$ cat config.mk
export PLATFORM = sky130hd
export DESIGN_NAME = led_display_scanner
export DESIGN_NICKNAME = d
export VERILOG_FILES = /design/src/rtl/led_display_pkg.sv /design/src/rtl/led_display_scanner.sv
export SDC_FILE = /design/constraint.sdc
export NUM_CORES = 1
export LEC_CHECK = 0
export BUFFER_PORTS_ARGS = -buffer_cell sky130_fd_sc_hd__buf_2
export CAP_MARGIN = 20
export CORE_AREA = 2 2 102 104
export CTS_CLUSTER_DIAMETER = 80
export DETAILED_ROUTE_END_ITERATION = 6
export DIE_AREA = 0 0 104 106
export SYNTH_ARGS = -nofsm -noshare
export SYNTH_HDL_FRONTEND = slang
export SYNTH_SLANG_ARGS = --single-unit
$ cat constraint.sdc
create_clock -name clk -period 2.8 [get_ports clk]
set_clock_uncertainty 0.1 [all_clocks]
set_input_delay 0.28 -clock clk [delete_from_list [all_inputs] [get_ports clk]]
set_output_delay 0.28 -clock clk [all_outputs]
set_load 0.01 [all_outputs]
$ cat src/rtl/led_display_pkg.sv
// Shared types and constants for the 4-digit seven-segment scan controller.
package led_display_pkg;

    typedef enum logic {
        SHOW,
        GAP
    } t_scan_state;

    localparam int NUM_DIGITS         = 4;
    localparam int DEFAULT_GAP_CYCLES = 2;

    function automatic logic [3:0] digit_nibble(input logic [15:0] v, input logic [1:0] idx);
        return v[{idx, 2'b00} +: 4];
    endfunction

    // Digit 0 is never blanked so a zero value still shows a single "0".
    function automatic logic digit_blanked(input logic [15:0] v, input logic [1:0] idx,
                                           input logic blz);
        logic b;
        case (idx)
            2'd1:    b = blz && (v[15:4] == 12'h000);
            2'd2:    b = blz && (v[15:8] == 8'h00);
            2'd3:    b = blz && (v[15:12] == 4'h0);
            default: b = 1'b0;
        endcase
        return b;
    endfunction

endpackage

$ cat src/rtl/led_display_scanner.sv
// Time-multiplexed 4-digit seven-segment scanner with dark inter-digit gaps,
// leading-zero blanking and frame-aligned value updates via load/ack.
//
// state | meaning
// ------+----------------------------------------------------------------
// SHOW  | digit digit_idx driven (unless blanked) for divider+1 clocks
// GAP   | all digits dark for GAP_CYCLES clocks before the next digit
module led_display_scanner
    import led_display_pkg::*;
#(
    parameter int GAP_CYCLES = DEFAULT_GAP_CYCLES
) (
    input  logic        clk,
    input  logic        reset,
    input  logic [15:0] divider,
    input  logic        load,
    input  logic [15:0] value,
    input  logic [3:0]  dp_mask,
    input  logic        blank_lz,
    output logic        ack,
    output logic [3:0]  hex,
    output logic [3:0]  digit_enable,
    output logic        dp
);

    localparam logic [15:0] GAP_LOAD = 16'(GAP_CYCLES - 1);

    t_scan_state     state, state_n;
    logic [1:0]      digit_idx, idx_n;
    logic [15:0]     count, count_n;
    logic [15:0]     display_reg, disp_n;
    logic [NUM_DIGITS-1:0] dp_reg, dpr_n;
    logic            blz_reg, blz_n;
    logic [15:0]     pending_value;
    logic [NUM_DIGITS-1:0] pending_dp;
    logic            pending_blz;
    logic            pending_valid;
    logic            transfer;
    logic            accept;
    logic            lit_n;

    always_comb begin
        state_n  = state;
        idx_n    = digit_idx;
        count_n  = count;
        disp_n   = display_reg;
        dpr_n    = dp_reg;
        blz_n    = blz_reg;
        transfer = 1'b0;

        case (state)
            SHOW: begin
                if (count == 16'd0) begin
                    state_n = GAP;
                    count_n = GAP_LOAD;
                end else begin
                    count_n = count - 16'd1;
                end
            end
            GAP: begin
                if (count == 16'd0) begin
                    state_n  = SHOW;
                    idx_n    = 2'(digit_idx + 2'd1);
                    count_n  = divider;
                    transfer = (idx_n == 2'd0) && pending_valid;
                end else begin
                    count_n = count - 16'd1;
                end
            end
            default: begin
                state_n = GAP;
                count_n = 16'd0;
            end
        endcase

        // New value lands on the same edge digit 0 starts, so frames never mix.
        if (transfer) begin
            disp_n = pending_value;
            dpr_n  = pending_dp;
            blz_n  = pending_blz;
        end

        accept = load && !pending_valid;
        lit_n  = (state_n == SHOW) && !digit_blanked(disp_n, idx_n, blz_n);
    end

    always_ff @(posedge clk or posedge reset) begin
        if (reset) begin
            state         <= GAP;
            digit_idx     <= 2'd3;
            count         <= 16'd0;
            display_reg   <= 16'd0;
            dp_reg        <= '0;
            blz_reg       <= 1'b0;
            pending_value <= 16'd0;
            pending_dp    <= '0;
            pending_blz   <= 1'b0;
            pending_valid <= 1'b0;
            ack           <= 1'b0;
            hex           <= 4'd0;
            digit_enable  <= 4'd0;
            dp            <= 1'b0;
        end else begin
            state       <= state_n;
            digit_idx   <= idx_n;
            count       <= count_n;
            display_reg <= disp_n;
            dp_reg      <= dpr_n;
            blz_reg     <= blz_n;

            if (transfer) begin
                pending_valid <= 1'b0;
            end else if (accept) begin
                pending_valid <= 1'b1;
                pending_value <= value;
                pending_dp    <= dp_mask;
                pending_blz   <= blank_lz;
            end

            ack          <= accept;
            hex          <= digit_nibble(disp_n, idx_n);
            digit_enable <= lit_n ? (4'b0001 << idx_n) : 4'b0000;
            dp           <= lit_n && dpr_n[idx_n];
        end
    end

endmodule

Word level (Yosys, flattened, before mapping) --
Cells that the tools add are included.
Word-level totals: input bits 40, register bits 72, output and inout port bits 10, word-level logic and storage cells 60
Cells by class: reductions and logical operators 16, eq/ne operators 3, bitwise logic cells 3, $add $sub $neg 2, shifts and indexed selects 2, magnitude comparators 1, muxes and demuxes 19
Operator list (number):
- $mux 16 | 3
- $pmux 16 s2 | 1
- $logic_not 16->1 | 1
- $shiftx 16x5->4 | 1
- $sub 16x1->16 const B | 1
- $logic_not 12->1 | 1
- $logic_not 8->1 | 1
- $mux 1 | 8
- $mux 4 | 2
- $logic_and 1x1->1 | 7
- $eq 2x2->1 const B | 2
- $logic_not 4->1 | 1
- $mux 2 | 2
- $shl 1x2->4 const A | 1
- $lt 2x3->1 const B | 1
- $not 1->1 | 3
- $pmux 1 s3 | 1
- $add 2x1->2 const B | 1
- $bmux 1 s2 | 1
- $eq 2x1->1 const B | 1
- $logic_not 1->1 | 2
- $logic_not 2->1 | 1
- $pmux 1 s2 | 1
- $reduce_and 2->1 | 1
- $reduce_bool 2->1 | 1

Logic depth before layout (Yosys ltp) --
depth after elaboration 12, depth in mapped cells 9, mapped depth without buffers 9

Worst setup path after synthesis --
No wires, ideal clock.
path type register to register, start point reg count[0], end point reg digit_enable[2], buffers on the path 0, required time 2.599 ns, cell stages (with the launch flop) 9, slack 0.275 ns, setup time 0.101 ns, clock period less this slack 2.525 ns, data arrival time 2.324 ns, cell sequence dfrtp_1 -> inv_1 -> ha_1 -> or3b_1 -> nor3_4 -> nand2_1 -> xor2_1 -> inv_1 -> nor4_1
Between the ends: elaborated cells on any way between the ends 25, those cells by class eq/ne: 3; shift: 1; mux: 11; bitwise: 1; reduce/logical: 9
RTL lines:
- start: declaration | line led_display_scanner.sv:30 | logic [15:0] count, count_n;
- start signal: assignment | line led_display_scanner.sv:106 | count <= count_n;
- $logic_not 16->1 (*) | line led_display_scanner.sv:61 | if (count == 16'd0) begin
- $mux 2 (*) | line led_display_scanner.sv:61
- $mux 2 (*) | line led_display_scanner.sv:51 | case (state)
- named net idx_n[0] | line led_display_scanner.sv:29 | logic [1:0] digit_idx, idx_n;
- $eq 2x2->1 or $eq 2x1->1 (tied branches) | line led_display_pkg.sv:20 | case (idx)
- $pmux 1 s3 | line led_display_pkg.sv:20
- $logic_not 1->1 | line led_display_scanner.sv:84 | lit_n = (state_n == SHOW) && !digit_blanked(disp_n, idx_n, blz_n);
- $logic_and 1x1->1 | line led_display_scanner.sv:84
- $mux 4 (*) | line led_display_scanner.sv:122 | digit_enable <= lit_n ? (4'b0001 << idx_n) : 4'b0000;
- end signal: assignment | line led_display_scanner.sv:122
- end: declaration | line led_display_scanner.sv:22 | output logic [3:0] digit_enable,
The timed path passes the listed nets; every way through them passes the cells marked *. A chain may end at the register's enable or synchronous reset.

Worst setup path in the final report --
start point reg count[0], end point reg digit_enable[3]
Between the ends: cells in the longest elaborated chain, start to end 10, elaborated cells on any way between the ends 25, those cells by class eq/ne: 3; shift: 1; mux: 11; bitwise: 1; reduce/logical: 9
Ends and longest elaborated chain:
- $logic_not 16->1 (*) | line led_display_scanner.sv:53, led_display_scanner.sv:61
- $mux 1 | line led_display_scanner.sv:61
- $mux 1 | line led_display_scanner.sv:51
- $mux 16 | line led_display_scanner.sv:77 | if (transfer) begin
- $logic_not 12->1 (tied with other cells) | line led_display_pkg.sv:21 | 2'd1: b = blz && (v[15:4] == 12'h000);
- $logic_and 1x1->1, on equally long branches | line led_display_pkg.sv:21, led_display_pkg.sv:22, led_display_pkg.sv:23
- $pmux 1 s3 | line led_display_pkg.sv:20
- $logic_not 1->1 | line led_display_scanner.sv:84
- $logic_and 1x1->1 | line led_display_scanner.sv:84
- $mux 4 (*) | line led_display_scanner.sv:122
Mark *: on every way between the ends. The rest lies on a longest branch, timed or not.

==> out/results.txt <==
Run status - complete, no violations
Net Sw Power - 0.000447 W
Mapped Cells - 258
Met2 Wirelength - 3190 um
Post-Synth XOR/XNOR Area - 3.06%
Setup violations, final - 0
Area grow syn2layout - 21.2%
Largest family of logic cells by synthesized area - multiplexers
Final hold vios - 0
Hold Slack - 0.0524 ns
Clk slew on worst S/H paths - 0.07 ns
Slowest-stage cell, CP - nor4_4
Die Y - 106 um
Pwr Density - 509 nW/um^2
Register area - 1810 sq um
Root Driver - clkbuf_8
Antenna violations before repair - 0
Max cap viols - 0
IO Port Bufs - 49
Startpoint types - flop
Mux contribution to synthesized area - 21.1%
RSZ-0062 raised after global routing - false
Flop pwr share - 53.1%
Initial DRT Pass Iterations - 4
H-tree levels - 3
Clk buf depth - 2
Post-synth top area share - 50.9%
GP Congestion - 0.760
WL/cell - 14.7 um
First-pass GRT wire length - 11500 um
Starting Density - 33.9%
GRT Overall Usage - 13.3%
Crit path buf inv count - 1
Post-detail-place hpwl - 5020 um
Fin crit period - 2.62 ns
Worst r2r path cells - 8
Initial DRC count - 90
Worst min-delay path class - in -> reg
Leading area contributor after synthesis - dfrtp_1
Clock power share - 42.3%
Fill cells - 980
Leak Pwr - 1.95 nW
Die area - 11000 sq um
Fmax - 0.382 GHz
FP Rows - 37
CP Class - reg -> reg
Clock buffer count from CTS - 9
Met3 Routed Length - 223 um
Share of cells above drive strength 1 - 41.0%
Number of flops mapped to enable cells by yosys - 0
Synth top area cells - dfrtp_1 (51%), mux2_2 (9.6%), mux2i_1 (5.3%), mux2_4 (4.9%), dfstp_2 (2.3%)
Adder-Cell Fraction of Synth Area - 0.738%
Seq/Total Area, Yosys - 53.2%
Crit path max fanout - 24
Hold depth - 2
CTS tree - yes
Final Max Slew Viols - 0
Clock latency on the worst-skew pair - 0.35 ns
Logic pwr share - 4.6%
Top Layer Used - met4
Synth async-reset ratio - 100%
Num Clock Sinks - 72
Net Count, Synth - 300
Congestion Overflow GR - 0
Core area - 10000 sq um
WP data required - 2.92 ns
Stages on worst setup path - 8
Die Wd - 104 um
DR vias - 2245
Worst path max stage delay - 0.48 ns
Multi-input combinational cell area - 1530 sq um
Critical path's top delay family - simple AND/OR/NAND/NOR gates
Antenna Cells - 0
Largest net degree at the start of global routing - 43
Yosys reg bits - 72
IO Pins - 50
Critical Path AT - 2.74 ns
P_int - 0.00164 W
Vias in the first global route - 2355
CP Capture Type - flop
Measured slew at the worst slew-check pin - 0.673 ns
Complex-gate fraction of the synthesized area - 8.78%
Simple logic cell fraction of the synthesized area - 11.0%
Synth cell count leaders - dfrtp_1 (69), mux2_2 (29), mux2i_1 (18)
Cells along the critical path - inv_1, ha_1, or3b_1, nor4_4, nand2_8, mux2i_1, a211oi_2, nor3_1
Fin crit share - 93.6%
Postcts setup bufs - 0
Post-Syn Area - 3390 sq um
Syn Area/Cell - 13.1 sq um
Metal1 wirelength - 3320 um
Count of cell types in the netlist - 53
Residual DRC - 0
Switching Share - 21.4%
Maximum VDD drop - 0.000198 V
Max-slew headroom at the worst pin - 55.1%
Vias per cell - 4.83
Most used DFF post-synth - dfrtp_1
Nets@finish - 366
Count leader, synth - dfrtp_1
DRT antenna net count - 0
DRT Wirelength - 6840 um
Setup TNS - 0 ns
Yosys warning count - 0
==> cells in the final DEF (no fill, tap or decap), types with 4 or more instances in the layout <==
cell type	n
buf_4	12
nor4_1	10
mux2_4	11
mux2_2	29
dfrtp_1	69
mux2_1	4
clkbuf_8	13
nor3_1	5
a21oi_1	13
nand2_1	7
mux2i_1	18
a22o_1	4
nor2_1	9
inv_1	4
xor2_1	6
xnor2_1	4
buf_2	49
==> final timing paths <==
check	to	slack (ns)	from
worst max-delay path	digit_enable[3]	0.18	count[0]
worst min-delay path	count[7]	0.05	divider[7]
worst max register to register	digit_enable[3]	0.18	count[0]
worst min register to register	count[0]	0.39	count[0]
max in group asynchronous	digit_idx[1]	1.41	reset
min in group asynchronous	dp_reg[1]	0.48	reset
==> layer usage <==
metal  vias to the layer above  track usage, %
met5                         -               0
met4                         0            5.50
met3                        10            2.76
met2                        46            20.6
met1                      1097            18.2
li1                       1092               -
==> what timing repair did <==
action | in CTS | in global routing
hold endpoints to repair | 30 | 0
endpoints found under the setup margin | 0 | 4
hold buffers | 1 | 0
resized for setup | 0 | 1
==> stage by stage <==
stage	power [W]	setup slack, ns	util (%)	area [sq um]	instances
2_1_floorplan	0.00117	0.275	-	3390	258
3_3_place_gp	0.00123	0.180	38.7	3870	448
3_5_place_dp	0.00123	0.134	38.7	3870	448
4_1_cts	0.00212	0.130	41.0	4100	465
5_1_grt	0.00218	0.0149	41.1	4110	465
6_report	0.00209	0.179	41.1	4110	465
==> worst register-to-register path: cells and delay by family (launching register included) <==
family,cells,cell delay (ns)
simple gates,4,1.20
flops,1,0.40
fa+ha+maj,1,0.18
buf+inv,1,0.07
compound gates,1,0.34
mux,1,0.21
==> power groups by stage <==
stage / Combinational [W] / Clock (W) / Sequential (W)
after floorplan: 0.0000562 / 0 / 0.00112
after global placement: 0.0000974 / 0 / 0.00113
after detailed placement: 0.0000988 / 0 / 0.00113
after CTS: 0.0000998 / 0.000905 / 0.00111
after global routing: 0.000109 / 0.000951 / 0.00112
final: 0.0000963 / 0.000885 / 0.00111
==> final cells by class <==
class	instances	area share (%)
Clock buffer	14	4.44
Inverter	6	0.609
Sequential cell	72	43.9
Multi-Input combinational cell	172	37.1
Clock inverter	2	0.852
Timing Repair Buffer	63	8.89
Tap cell	136	4.14
==> cell families after synthesis <==
| kind of cell | after synthesis |
|---|---|
| flip-flops | 72 |
| multiplexers | 62 |
| AND/OR/NAND/NOR | 56 |
| AO/OA/AOI/OAI | 41 |
| buffers and inverters | 14 |
| XOR/XNOR | 11 |
| adder cells (fa/ha/maj) | 2 |
(Power assumes the default switching activity.)
